File: src/rtl/i2c_slave_regmap.sv
`timescale 1ns/1ps
`default_nettype none
// +----------------------------------------------------------------------------+
// | Module   : i2c_slave_regmap                                                |
// | Purpose  : I2C target with register-pointer protocol. 7-bit address match, |
// |            pointer byte, burst write/read with pointer auto-increment,     |
// |            repeated START, master NACK handling. No clock stretching.      |
// | Ports    : clk, resetn (async active-low)                                  |
// |            scl_i, sda_i      : pad inputs (asynchronous)                   |
// |            sda_oe_o          : 1 = pull SDA low                            |
// |            wr_en_o/wr_addr_o/wr_data_o : one-cycle register write          |
// |            rd_addr_o/rd_data_i : register read pointer and returned data   |
// |            busy_o            : START..STOP                                 |
// |            addressed_o       : address ACK..STOP/Sr                        |
// | Revision : 1.0 - initial release                                           |
// +----------------------------------------------------------------------------+
module i2c_slave_regmap #(
    parameter logic [6:0] SLAVE_ADDR = 7'h50,
    parameter int         REG_ADDR_W = 4,
    parameter int         DATA_W     = 8
) (
    input  logic                  clk,
    input  logic                  resetn,
    input  logic                  scl_i,
    input  logic                  sda_i,
    output logic                  sda_oe_o,
    output logic                  wr_en_o,
    output logic [REG_ADDR_W-1:0] wr_addr_o,
    output logic [DATA_W-1:0]     wr_data_o,
    output logic [REG_ADDR_W-1:0] rd_addr_o,
    input  logic [DATA_W-1:0]     rd_data_i,
    output logic                  busy_o,
    output logic                  addressed_o
);

    localparam logic [3:0] S_IDLE      = 4'd0;
    localparam logic [3:0] S_ADDR      = 4'd1;
    localparam logic [3:0] S_ADDR_ACK  = 4'd2;
    localparam logic [3:0] S_PTR       = 4'd3;
    localparam logic [3:0] S_PTR_ACK   = 4'd4;
    localparam logic [3:0] S_WR_DATA   = 4'd5;
    localparam logic [3:0] S_WR_ACK    = 4'd6;
    localparam logic [3:0] S_RD_DATA   = 4'd7;
    localparam logic [3:0] S_RD_ACK    = 4'd8;
    localparam logic [3:0] S_WAIT_STOP = 4'd9;

    localparam logic [REG_ADDR_W-1:0] c_PTR_ONE = {{(REG_ADDR_W-1){1'b0}}, 1'b1};

    // Synchroniser (s1, s2) plus one history flop per pad
    logic r_scl_s1, r_scl_s2, r_scl_d;
    logic r_sda_s1, r_sda_s2, r_sda_d;

    logic [3:0]            r_state;
    logic [2:0]            r_bit_cnt;
    logic [6:0]            r_shift;   // 7 bits suffice: the 8th bit is taken live from SDA
    logic [REG_ADDR_W-1:0] r_ptr;
    logic                  r_rw;
    logic                  r_ninth;   // 9th SCL rise seen in an ACK state
    logic                  r_sda_oe;
    logic                  r_wr_en;
    logic [REG_ADDR_W-1:0] r_wr_addr;
    logic [DATA_W-1:0]     r_wr_data;
    logic                  r_busy;
    logic                  r_addressed;

    logic       w_scl_rise, w_scl_fall, w_start, w_stop;
    logic [7:0] w_byte;

    assign w_scl_rise = r_scl_s2 & ~r_scl_d;
    assign w_scl_fall = ~r_scl_s2 & r_scl_d;
    assign w_start    = r_scl_s2 & r_scl_d & r_sda_d & ~r_sda_s2;
    assign w_stop     = r_scl_s2 & r_scl_d & ~r_sda_d & r_sda_s2;
    assign w_byte     = {r_shift, r_sda_s2};

    always_ff @(posedge clk or negedge resetn) begin
        if (!resetn) begin
            r_scl_s1    <= 1'b1;
            r_scl_s2    <= 1'b1;
            r_scl_d     <= 1'b1;
            r_sda_s1    <= 1'b1;
            r_sda_s2    <= 1'b1;
            r_sda_d     <= 1'b1;
            r_state     <= S_IDLE;
            r_bit_cnt   <= 3'd0;
            r_shift     <= 7'd0;
            r_ptr       <= '0;
            r_rw        <= 1'b0;
            r_ninth     <= 1'b0;
            r_sda_oe    <= 1'b0;
            r_wr_en     <= 1'b0;
            r_wr_addr   <= '0;
            r_wr_data   <= '0;
            r_busy      <= 1'b0;
            r_addressed <= 1'b0;
        end else begin
            r_scl_s1 <= scl_i;
            r_scl_s2 <= r_scl_s1;
            r_scl_d  <= r_scl_s2;
            r_sda_s1 <= sda_i;
            r_sda_s2 <= r_sda_s1;
            r_sda_d  <= r_sda_s2;
            r_wr_en  <= 1'b0;

            if (w_stop) begin
                r_state     <= S_IDLE;
                r_busy      <= 1'b0;
                r_sda_oe    <= 1'b0;
                r_addressed <= 1'b0;
            end else if (w_start) begin
                // START or repeated START; pointer is deliberately retained
                r_state     <= S_ADDR;
                r_busy      <= 1'b1;
                r_sda_oe    <= 1'b0;
                r_addressed <= 1'b0;
                r_bit_cnt   <= 3'd0;
            end else begin
                case (r_state)
                    S_ADDR: begin
                        if (w_scl_rise) begin
                            r_shift   <= w_byte[6:0];
                            r_bit_cnt <= r_bit_cnt + 3'd1;
                            if (r_bit_cnt == 3'd7) begin
                                // General call (address 0) falls through as mismatch
                                if (w_byte[7:1] == SLAVE_ADDR && w_byte[7:1] != 7'd0) begin
                                    r_state <= S_ADDR_ACK;
                                    r_rw    <= w_byte[0];
                                    r_ninth <= 1'b0;
                                end else begin
                                    r_state <= S_WAIT_STOP;
                                end
                            end
                        end
                    end
                    S_ADDR_ACK: begin
                        if (w_scl_rise) begin
                            r_ninth <= 1'b1;
                        end else if (w_scl_fall) begin
                            if (!r_ninth) begin
                                r_sda_oe    <= 1'b1;
                                r_addressed <= 1'b1;
                            end else if (r_rw) begin
                                r_shift   <= rd_data_i[6:0];
                                r_sda_oe  <= ~rd_data_i[7];
                                r_bit_cnt <= 3'd0;
                                r_state   <= S_RD_DATA;
                            end else begin
                                r_sda_oe  <= 1'b0;
                                r_bit_cnt <= 3'd0;
                                r_state   <= S_PTR;
                            end
                        end
                    end
                    S_PTR: begin
                        if (w_scl_rise) begin
                            r_shift   <= w_byte[6:0];
                            r_bit_cnt <= r_bit_cnt + 3'd1;
                            if (r_bit_cnt == 3'd7) begin
                                r_ptr   <= w_byte[REG_ADDR_W-1:0];
                                r_ninth <= 1'b0;
                                r_state <= S_PTR_ACK;
                            end
                        end
                    end
                    S_WR_DATA: begin
                        if (w_scl_rise) begin
                            r_shift   <= w_byte[6:0];
                            r_bit_cnt <= r_bit_cnt + 3'd1;
                            if (r_bit_cnt == 3'd7) begin
                                r_wr_en   <= 1'b1;
                                r_wr_addr <= r_ptr;
                                r_wr_data <= w_byte;
                                r_ninth   <= 1'b0;
                                r_state   <= S_WR_ACK;
                            end
                        end
                    end
                    S_PTR_ACK, S_WR_ACK: begin
                        if (w_scl_rise) begin
                            r_ninth <= 1'b1;
                        end else if (w_scl_fall) begin
                            if (!r_ninth) begin
                                r_sda_oe <= 1'b1;
                            end else begin
                                r_sda_oe  <= 1'b0;
                                r_bit_cnt <= 3'd0;
                                r_state   <= S_WR_DATA;
                                if (r_state == S_WR_ACK)
                                    r_ptr <= r_ptr + c_PTR_ONE;
                            end
                        end
                    end
                    S_RD_DATA: begin
                        if (w_scl_rise) begin
                            r_bit_cnt <= r_bit_cnt + 3'd1;
                            if (r_bit_cnt == 3'd7) begin
                                r_ninth <= 1'b0;
                                r_state <= S_RD_ACK;
                            end
                        end else if (w_scl_fall) begin
                            r_sda_oe <= ~r_shift[6];
                            r_shift  <= {r_shift[5:0], 1'b0};
                        end
                    end
                    S_RD_ACK: begin
                        if (w_scl_rise) begin
                            // Every transmitted byte advances the pointer, ACKed or not
                            r_ninth <= 1'b1;
                            r_ptr   <= r_ptr + c_PTR_ONE;
                            if (r_sda_s2)
                                r_state <= S_WAIT_STOP;
                        end else if (w_scl_fall) begin
                            if (!r_ninth) begin
                                r_sda_oe <= 1'b0;
                            end else begin
                                r_shift   <= rd_data_i[6:0];
                                r_sda_oe  <= ~rd_data_i[7];
                                r_bit_cnt <= 3'd0;
                                r_state   <= S_RD_DATA;
                            end
                        end
                    end
                    S_IDLE, S_WAIT_STOP: begin
                        r_sda_oe <= 1'b0;
                    end
                    default: begin
                        r_state  <= S_IDLE;
                        r_sda_oe <= 1'b0;
                    end
                endcase
            end
        end
    end

    assign sda_oe_o    = r_sda_oe;
    assign wr_en_o     = r_wr_en;
    assign wr_addr_o   = r_wr_addr;
    assign wr_data_o   = r_wr_data;
    assign rd_addr_o   = r_ptr;
    assign busy_o      = r_busy;
    assign addressed_o = r_addressed;

endmodule
`default_nettype wire

File: config.mk
export PLATFORM = sky130hd
export DESIGN_NAME = i2c_slave_regmap
export DESIGN_NICKNAME = d
export VERILOG_FILES = /design/src/rtl/i2c_slave_regmap.sv
export SDC_FILE = /design/constraint.sdc
export NUM_CORES = 1
export LEC_CHECK = 0
export BUFFER_PORTS_ARGS = -buffer_cell sky130_fd_sc_hd__buf_4
export CORE_MARGIN = 1
export CORE_UTILIZATION = 57
export CTS_CLUSTER_DIAMETER = 100
export DETAILED_ROUTE_END_ITERATION = 10
export PLACE_DENSITY = 0.79
export RECOVER_POWER = 25
export SETUP_SLACK_MARGIN = 0.02
export SYNTH_ARGS = -nofsm -noshare
export SYNTH_HDL_FRONTEND = slang
export SYNTH_SLANG_ARGS = --single-unit
File: constraint.sdc
create_clock -name clk -period 2.9 [get_ports clk]
set_input_delay 0.145 -clock clk [delete_from_list [all_inputs] [get_ports clk]]
set_output_delay 0.145 -clock clk [all_outputs]
set_load 0.01 [all_outputs]
==> impl_metrics.yaml <==
min_path:
  hold_depth: 4
  hold_class: "input port to flip-flop"
power_and_ir_drop:
  clkPwrFrac_pct: 17.2
  combPwrFrac_pct: 43.2
  p_int_mw: 1.39
  ir_worst_vdd_mv: 0.492
  swShare_pct: 40.4
  power-per-cell-area_mw_per_mm2: 835
  p_seq_share_pct: 39.6
  leakage_nw: 1.27
  netSwitchingPower_mw: 0.945
place:
  io_buffers: 31
  gp_congestion: 0.922
  pre_cts_slack_ns: 0.307
  dp_hpwl_mm: 3.61
setup_path:
  critical_path.startpoint_type: "flip-flop"
  crit_arrival_ns: 2.80
  cp_cell_sequence: "inv_1 > ha_1 > nor2b_2 > nand2_1 > o31a_1 > a2111oi_4 > and3_1 > a211oi_1"
  endpoint_kind: "flip-flop"
  cp.required_ns: 3.05
  slowest_delay_ns: 0.62
  r2r_cells: 8
  worstPathMaxFanout: 9
  slowest_stage: "a2111oi_4"
  path_class: "flip-flop to flip-flop"
detailed_routing:
  detail-route-antenna-nets: 0
  first_iter_violations: 99
  routed_wl_mm: 5.08
  via_per_inst: 6.01
  drcViolationCount: 0
  vias: 1948
  wire_per_inst_um: 15.7
  dr.pass1.iters: 4
sta:
  worst_pin_slew_ns: 1.01
  skew_ns: 0.00784
  fin_hold_ws_ns: 0.194
  report.final.slew_viol_count: 0
  fin_crit_ns: 2.65
  hold_viol: 0
  finalSetupTns_ns: 0
  fin_ws_ns: 0.252
  rsz0062_at_grt: "false"
  slew_headroom_pct: 32.7
  finalSetupViolCount: 0
  fmax_mhz: 378
  finalCritPeriodShare_pct: 91.3
yosys:
  syn_area_per_cell_um2: 10.0
  seq_area_frac_synth_pct: 43.6
  yosysWarnings: 0
  synth.net_count: 260
  netlist_instances: 242
  yosys_register_bits: 42
  async_flop_share_pct: 100
  synth_cell_types: 49
  synth-main-ff-cell: "dfrtp_1"
  synth_area_mm2: 0.00243
  synth_edf_count: 0
final_layout:
  diodes: 0
  final_common_cell: "dfrtp_1"
  area_growth_pct: 15.5
  finalCoreUtilization_pct: 69.1
  fin_nets: 291
  drive_above_1_share_pct: 29.9
  final_cell_mix: "dfrtp_1, buf_4, mux2_2"
global_route:
  grt_pass1_wl_mm: 8.22
  grt_max_degree: 43
  grt_pass1_vias: 1734
  antenna_found_initial: 0
  grtUsageTotal_pct: 24.4
  overflow: 0
clocking:
  cts_root_buf: "clkbuf_8"
  cts_tree: "built"
  path_clk_slew_ns: 0.08
  clockBufferDepth: 2
  post_cts_buffers: 0
  cts_sinks: 42
  h-tree-depth: 2
  cts_buffers: 5
  clk-insertion-delay-late_ns: 0.29
die:
  fp.dieArea_mm2: 0.00452
  ios: 32
  design.core.area_mm2: 0.00406
  fp-row-count: 23
  die_w_um: 67.3
  start_util_pct: 59.8
  chipHeight_um: 67.3
job:
  maxCapViolCount: 0
outcome:
  status: "complete, no violations"
[final timing paths]
kind	endpoint	from	slack (ns)
max	rd_addr_o[0]$_DFFE_PN0P_	r_scl_d$_DFF_PN1_	0.25
min	r_shift[0]$_DFFE_PN0P_	rd_data_i[0]	0.19
max reg2reg	rd_addr_o[0]$_DFFE_PN0P_	r_scl_d$_DFF_PN1_	0.25
min reg2reg	r_scl_s2$_DFF_PN1_	r_scl_s1$_DFF_PN1_	0.36
max in group asynchronous	busy_o$_DFFE_PN0P_	resetn	1.72
min in group asynchronous	r_state[3]$_DFFE_PN0P_	resetn	0.55
[per-layer routing]
layer / vias to the layer above / share of wire, % / GRT usage (%) / routed length (um)
li1: 935 / - / - / -
met4: 0 / 1.6 / 10.1 / 81
met1: 945 / 47 / 33.4 / 2380
met2: 60 / 47 / 38.1 / 2390
met3: 8 / 4.4 / 3.89 / 223
met5: - / 0 / 0 / 0
[timing repair]
| action | in CTS | in global routing |
|---|---|---|
| hold buffers | 3 | 0 |
| endpoints found under the hold margin | 38 | 0 |
| resized for setup | 0 | 0 |
[area by class of cell]
class | count | area [um2]
clock inverter | 1 | 8.76
clock buffer | 7 | 86.3
tap | 50 | 62.6
sequential | 42 | 1060
timing repair buffer | 39 | 298
fill | 319 | 1250
multi-input combinational | 173 | 1240
inverter | 12 | 45.0
[through the flow]
stage          cells  area [um2]  power (mW)
6_report         324        2800        2.34
5_1_grt          324        2800        2.52
4_1_cts          324        2810        2.34
3_5_place_dp     313        2680        1.93
3_3_place_gp     313        2680        1.90
2_1_floorplan    242        2430        1.67
[state kept, by name, indices dropped and copies added, names as in the netlist, 3 cells and up]
signal     flops
r_shift        7
wr_addr_o      4
r_state        4
rd_addr_o      4
wr_data_o      8
r_bit_cnt      3
[synth_stat cells, types with 3 or more instances]
master,n,share of area (%)
a21oi_1,20,4.1
a22oi_1,3,0.93
a31oi_1,5,1.3
buf_2,8,1.6
clkbuf_1,3,0.46
dfrtp_1,36,37
dfstp_2,6,6.5
ha_1,6,3.1
inv_1,12,1.9
mux2_2,26,12
mux2i_1,6,2.5
nand2_1,19,2.9
nand2b_1,7,1.8
nand3_1,6,1.2
nor2_1,13,2.0
nor2b_1,4,1.0
nor3_1,4,0.82
o21ai_0,12,2.5
o22ai_1,6,1.5
o32ai_1,3,1.1
or3_1,3,0.77
xor2_1,3,1.1
[cells by family after synthesis]
group,count (synthesis),share of synthesized area (%)
simple gates,70,15.4
compound gates,62,17.2
flops,42,43.6
mux,32,14.5
buf+inv,27,5.10
fa+ha+maj,6,3.09
xor+xnor,3,1.08
[critical path, delay by kind of cell (launching register included)]
family | cells | cell delay (ns)
AO/OA/AOI/OAI | 3 | 0.94
AND/OR/NAND/NOR | 3 | 0.71
flip-flops | 1 | 0.55
adder cells (fa/ha/maj) | 1 | 0.26
buffers and inverters | 1 | 0.04
[power by group through the flow]
stage	clock network, mW	logic [mW]	registers (mW)
final	0.402	1.01	0.927
after CTS	0.412	1.01	0.922
after floorplan	0	0.815	0.851
after global placement	0	0.977	0.926
after detailed placement	0	0.999	0.933
after global routing	0.440	1.12	0.954
Power figures use the tool's default switching activity.
